`config.mk`:
```
export PLATFORM = sky130hd
export DESIGN_NAME = mem_wb_ctrl
export DESIGN_NICKNAME = d
export VERILOG_FILES = /design/src/rtl/mem_wb_ctrl.sv
export SDC_FILE = /design/constraint.sdc
export NUM_CORES = 1
export LEC_CHECK = 0
export ABC_AREA = 0
export BUFFER_PORTS_ARGS = -buffer_cell sky130_fd_sc_hd__buf_2
export CORE_ASPECT_RATIO = 1.25
export CORE_MARGIN = 2
export CORE_UTILIZATION = 46
export CTS_CLUSTER_SIZE = 10
export DETAILED_ROUTE_END_ITERATION = 16
export PLACE_DENSITY = 0.79
export SLEW_MARGIN = 20
export SYNTH_ARGS = -nofsm -noshare
export SYNTH_HDL_FRONTEND = slang
export SYNTH_SLANG_ARGS = --single-unit
```
`constraint.sdc`:
```
create_clock -name clk -period 1.9 [get_ports clk]
set_input_delay 0.19 -clock clk [delete_from_list [all_inputs] [get_ports clk]]
set_output_delay 0.19 -clock clk [all_outputs]
set_load 0.02 [all_outputs]
```
`src/rtl/mem_wb_ctrl.sv`:
```
// mem_wb_ctrl: memory/writeback stage controller for the 16-bit pipelined core.
// Ports:
//   clk, rst                      clock, synchronous active-high reset
//   ex_valid / ex_ready           EX result handshake (ready only in IDLE)
//   wrt_dmem, ex_mem_wr           load / store select (both set = illegal op)
//   ex_reg_wr, ex_reg_dst         register-write enable and destination
//   writedata_EX, ex_store_data   EX result (address for memory ops), store data
//   dmem_rd/wr/addr/wdata         cache request, held until done or err
//   dmem_rdata/done/err           cache response
//   wb_reg_wr/dst/data            register-file write port and forwarding bus
//   err                           sticky error flag
module mem_wb_ctrl (
   input  logic        clk,
   input  logic        rst,
   input  logic        ex_valid,
   output logic        ex_ready,
   input  logic        wrt_dmem,
   input  logic        ex_mem_wr,
   input  logic        ex_reg_wr,
   input  logic [2:0]  ex_reg_dst,
   input  logic [15:0] writedata_EX,
   input  logic [15:0] ex_store_data,
   output logic        dmem_rd,
   output logic        dmem_wr,
   output logic [15:0] dmem_addr,
   output logic [15:0] dmem_wdata,
   input  logic [15:0] dmem_rdata,
   input  logic        dmem_done,
   input  logic        dmem_err,
   output logic        wb_reg_wr,
   output logic [2:0]  wb_reg_dst,
   output logic [15:0] wb_reg_data,
   output logic        err
);
   typedef enum logic {IDLE, ACCESS} state_t;
   state_t      state_q, state_d;
   logic        load_q, load_d;
   logic        regwr_q, regwr_d;
   logic [2:0]  dst_q, dst_d;
   logic [15:0] addr_q, addr_d;
   logic [15:0] wdata_q, wdata_d;
   logic        wb_wr_q, wb_wr_d;
   logic [2:0]  wb_dst_q, wb_dst_d;
   logic [15:0] wb_data_q, wb_data_d;
   logic        err_q, err_d;
   logic        accept;
   assign accept      = ex_valid && state_q == IDLE;
   assign ex_ready    = state_q == IDLE;
   assign dmem_rd     = state_q == ACCESS && load_q;
   assign dmem_wr     = state_q == ACCESS && !load_q;
   assign dmem_addr   = addr_q;
   assign dmem_wdata  = wdata_q;
   assign wb_reg_wr   = wb_wr_q;
   assign wb_reg_dst  = wb_dst_q;
   assign wb_reg_data = wb_data_q;
   assign err         = err_q;
   always_comb begin
      state_d   = state_q;
      load_d    = load_q;
      regwr_d   = regwr_q;
      dst_d     = dst_q;
      addr_d    = addr_q;
      wdata_d   = wdata_q;
      wb_wr_d   = 1'b0;
      wb_dst_d  = wb_dst_q;
      wb_data_d = wb_data_q;
      err_d     = err_q;
      if (accept) begin
         if (wrt_dmem && ex_mem_wr) begin
            err_d = 1'b1;
         end else if (wrt_dmem || ex_mem_wr) begin
            state_d = ACCESS;
            load_d  = wrt_dmem;
            regwr_d = ex_reg_wr;
            dst_d   = ex_reg_dst;
            addr_d  = writedata_EX;
            wdata_d = ex_store_data;
         end else if (ex_reg_wr) begin
            wb_wr_d   = 1'b1;
            wb_dst_d  = ex_reg_dst;
            wb_data_d = writedata_EX;
         end
      end else if (state_q == ACCESS) begin
         // an error aborts the op even when done arrives in the same cycle
         if (dmem_err) begin
            err_d   = 1'b1;
            state_d = IDLE;
         end else if (dmem_done) begin
            state_d = IDLE;
            if (load_q && regwr_q) begin
               wb_wr_d   = 1'b1;
               wb_dst_d  = dst_q;
               wb_data_d = dmem_rdata;
            end
         end
      end
   end
   always_ff @(posedge clk) begin
      if (rst) begin
         state_q   <= IDLE;
         load_q    <= 1'b0;
         regwr_q   <= 1'b0;
         dst_q     <= '0;
         addr_q    <= '0;
         wdata_q   <= '0;
         wb_wr_q   <= 1'b0;
         wb_dst_q  <= '0;
         wb_data_q <= '0;
         err_q     <= 1'b0;
      end else begin
         state_q   <= state_d;
         load_q    <= load_d;
         regwr_q   <= regwr_d;
         dst_q     <= dst_d;
         addr_q    <= addr_d;
         wdata_q   <= wdata_d;
         wb_wr_q   <= wb_wr_d;
         wb_dst_q  <= wb_dst_d;
         wb_data_q <= wb_data_d;
         err_q     <= err_d;
      end
   end
endmodule

```
=== Yosys cells after proc, flatten, opt, wreduce, memory -nomap -nowiden ===
Cells that the tools add are included.

* Input port bits: 59
* Logic and storage cells: 67
* Register bits: 59

* Bitwise logic cells: 2
* Equal/unequal tests: 6
* Reductions and logical operators: 15
* Mux-type cells: 34

{| class="wikitable"
|+ Operator list
! kind !! number
|-
| two-way mux 16 bit || 8
|-
| two-way mux 3 bit || 8
|-
| two-way mux 1 bit || 18
|-
| nonzero test 2 bit || 4
|-
| AND reduction 7 bit || 1
|-
| != test 2 x 1 -> 1 bit (second input constant) || 3
|-
| != test 2 bit (second input constant) || 3
|-
| AND reduction 3 bit || 2
|-
| logical AND 1 bit || 5
|-
| inverter 1 bit || 2
|-
| AND reduction 2 bit || 1
|-
| logical NOT 1 bit || 1
|-
| logical OR 1 bit || 1
|}

=== Longest topological paths before layout ===
* Depth in word-level cells: 6
* Gate-level depth with buffers: 7
* Gate-level depth less buffers: 4

=== Worst setup path after synthesis ===
Ideal clock, no wire load.

* Path type: register to register
* Start point: register state_q
* End point: register wb_data_q[10], in the netlist wb_reg_data[10]
* Clock period less this slack: 1.329 ns
* Setup time: 0.087 ns
* Required time: 1.813 ns
* Data arrival time: 1.242 ns
* Setup slack: 0.571 ns
* Stages on the path, launching flop included: 7
* Path through: dfxtp_1 > and2b_1 > a32oi_2 > buf_6 > buf_6 > a21oi_1 > a221oi_2

* Longest elaborated chain between the ends: 4
* Elaborated cells between the ends (all ways): 11
* Those cells by class: eq/ne (4); mux (1); bitwise (1); reduce/logical (5)

{| class="wikitable"
|+ Ends and longest elaborated chain
! what !! RTL line !! text
|-
| start, declared || 36 || <nowiki>state_t state_q, state_d;</nowiki>
|-
| start signal, assigned || 111 || <nowiki>state_q <= state_d;</nowiki>
|-
| inverter 1 bit || 47 || <nowiki>assign accept = ex_valid && state_q == IDLE;</nowiki>
|-
| logical AND 1 bit || 47 ||
|-
| != test 2 bit (no source line) (tied with other cells) || n/a ||
|-
| AND reduction 7 bit (no source line) || n/a ||
|-
| end signal, assigned || 119 || <nowiki>wb_data_q <= wb_data_d;</nowiki>
|-
| end, declared || 44 || <nowiki>logic [15:0] wb_data_q, wb_data_d;</nowiki>
|}

Parallel ways exist; a longest one is shown, timed or not.
A chain may end at the register's enable or synchronous reset.

=== Final worst setup path ===
* Start point: register state_q
* End point: register wb_data_q[1], in the netlist wb_reg_data[1]

The elaborated chain is that of the path after synthesis.

==> results.md <==
* Hold Vio Cnt, Final at 0
* Mapped Avg Cell Area at 8.51 µm²
* Clock Pin Slew Worst Setup and Hold Paths at 0.06 ns
* Cells after Synth at 292
* CP endpoint kind: flip-flop
* CP Launch Type: flip-flop
* Most frequent cell after synthesis: nand2_1
* GPL Wtd Cong at 0.781
* Number of hold buffers added after cts at 0
* Number of global-route vias before repair at 2,371
* Pre-antenna DRT Iters at 4
* Worst setup path class: flip-flop to flip-flop
* Post-synthesis cell area at 2480 µm²
* Layout net count at 460
* Total power at 3260 µW
* Post-route DRC at 0
* Gr usage total at 22.7%
* Register area share after synthesis at 47.5%
* Net switching power at 813 µW
* Num CTS Buffers at 9
* Layout cell share with drive strength beyond 1 at 39.9%
* Post-route insts no fill at 468
* Die Width at 69.7 µm
* Met1 GRT Util at 26.4%
* Final period utilization at 85.0%
* Yosys top cell by area: dfxtp_1
* Die Area at 6010 µm²
* Global-route wire length before repair at 10,900 µm
* CTS H-tree depth at 3
* Initial antenna violation count at 0
* PortBufs at 114
* Critical-path top delay cell: dfxtp_1
* CTS max path bufs at 2
* # resized after CTS at 0
* Root Buffer: clkbuf_8
* Int Power at 2450 µW
* GR peak layer: met2
* Cells along the critical path: and2b_1 -> a32oi_2 -> a21o_1 -> buf_12 -> a221oi_2
* DR WL/cell at 14.2 µm
* Number of cell rows at 29
* FF+latch count, synth at 59
* IO Pins at 115
* Worst-skew pair later-pin latency at 0.33 ns
* Area of the core at 5150 µm²
* CP Max Fanout at 14
* Initial Util at 48.2%
* Post-Route WL at 6650 µm
* Switch share at 24.9%
* Design area at 3330 µm²
* Crit path arrival time at 1.85 ns
* Fin Clk Skew at 0.00871 ns
* Worst Max-Slew Pin Slew at 0.407 ns
* Die Ht at 86.2 µm
* Tmin final at 1.61 ns
* Ys flop type: dfxtp_1
* F_max at 619 MHz
* CP required at 2.14 ns
* Sequential cell fraction of total power at 40.8%
* Final hold slack at 0.0979 ns
* Min-delay worst type: input port to flip-flop
* Routed Antenna Nets at 0
* Peak VDD IR at 0.000666 V
* Synth warn at 0
* TritonCTS clock tree: yes
* Clock power frac at 44.9%
* Leakage at 0.00149 µW
* Gate power share at 14.3%
* Layout overhead on the synthesized area at 33.9%
* Status: finished, final reports clean
* Fin Setup TNS at 0 ns
* HPWL after detailed placement at 4590 µm
* DP Area at 3070 µm²
* Detailed-route via count at 2,449
* Slowest stage delay, CP at 0.40 ns
* Vias per cell at 5.23
* MaxCap Viol Count at 0
* Drt first-iter violations at 148
* Synth Net Count at 351
* Antenna Cells at 0
* Met2 Use GR at 39.9%
* Grt total ovfl at 0
* Asr flop ratio synth at 0%
* Postcts setup bufs at 0
* PwrDens at 980 nW/µm²
* Max-slew violations at 0
* Count of different cell masters after synthesis at 21
* Relative slew slack at 72.9%
* Final setup viols at 0
* Post-synth EDFFs at 0
* Clock sinks at 59
* Synth top area share at 47.5%
* Largest net degree at the start of global routing at 60
* Met3 Use GR at 7.21%
* Synth area leaders: dfxtp_1 (48%), a21oi_1 (12%), a221oi_2 (11%)
* Synth top cells by count: nand2_1 (76), a21oi_1 (59), dfxtp_1 (59)
* Placed Cells incl. Taps at 452
* Unrepaired setup endpoints after global routing: false
area by class of cell:
cell class,instances,area [µm²]
well taps,62,77.6
fillers,455,1820
multi-input cells,187,1060
clock inverters,4,95.1
inverters,20,75.1
repair buffers,124,671
flip-flops and latches,59,1180
clock buffers,12,165
metrics by stage:
| step | worst slack [ns] | util, % |
|---|---|---|
| finish | 0.285 | 64.6 |
| global route | 0.161 | 64.6 |
| CTS | 0.286 | 64.6 |
| detailed placement | 0.302 | 59.5 |
| global placement | 0.388 | 59.5 |
| floorplan | 0.571 | - |
kinds of logic (layout without fill, tap and decap cells):
family          after synthesis  count (layout)  synth area share [%]
flops                        59              59                  47.5
xor+xnor                      1               1                 0.353
simple gates                 87              87                  14.2
buf+inv                      46             160                  9.77
compound gates               99              99                  28.1
sequential cells by signal (all words and copies together), names as in the netlist:
register and flops:
dmem_addr 16, dmem_wdata 16, wb_reg_data 16, dst_q 3
wb_reg_dst 3, err 1, load_q 1, regwr_q 1
state_q 1, wb_reg_wr 1
cell usage in the layout (no fill, tap or decap), drive strengths merged:
master and count:
nor2 3, o21ai 19, nand2b 2, buf 124
clkinv 1, dfxtp 59, nand3 2, nor2b 1
inv 20, a21o 1, nand2 76, a32oi 1
and2 2, clkbuf 12, and2b 1, a21oi 59
bufinv 3, a221oi 19, xor2 1
worst max-delay path, delay by kind of cell (launching register included):
kind / cells / cell delay (ns)
buffers and inverters: 1 / 0.23
AND/OR/NAND/NOR: 1 / 0.18
AO/OA/AOI/OAI: 3 / 0.70
flip-flops: 1 / 0.40
per-layer routing:
layer	routed length [µm]	part of all wire [%]	vias to the layer above
met1	2730	41	1146
met5	0	0	-
li1	-	-	1207
met4	108	1.6	0
met2	3400	51	82
met3	413	6.2	14
power by group through the flow:
stage / combinational, µW / clock, µW / sequential [µW]
finish: 467 / 1460 / 1330
global route: 510 / 1540 / 1340
global placement: 458 / 0 / 1360
floorplan: 230 / 0 / 1420
CTS: 467 / 1480 / 1330
detailed placement: 466 / 0 / 1360
path summary, 6_finish.rpt:
kind / slack, ns / start / depth (start not counted) / to
setup / recovery: 0.29 / state_q / 5 / wb_reg_data[1]
hold / removal: 0.1 / ex_store_data[13] / 3 / dmem_wdata[13]
setup reg to reg: 0.29 / state_q / 5 / wb_reg_data[1]
hold reg to reg: 0.45 / dst_q[0] / 2 / dst_q[0]
Note: power is estimated with default switching activity, not from simulation.
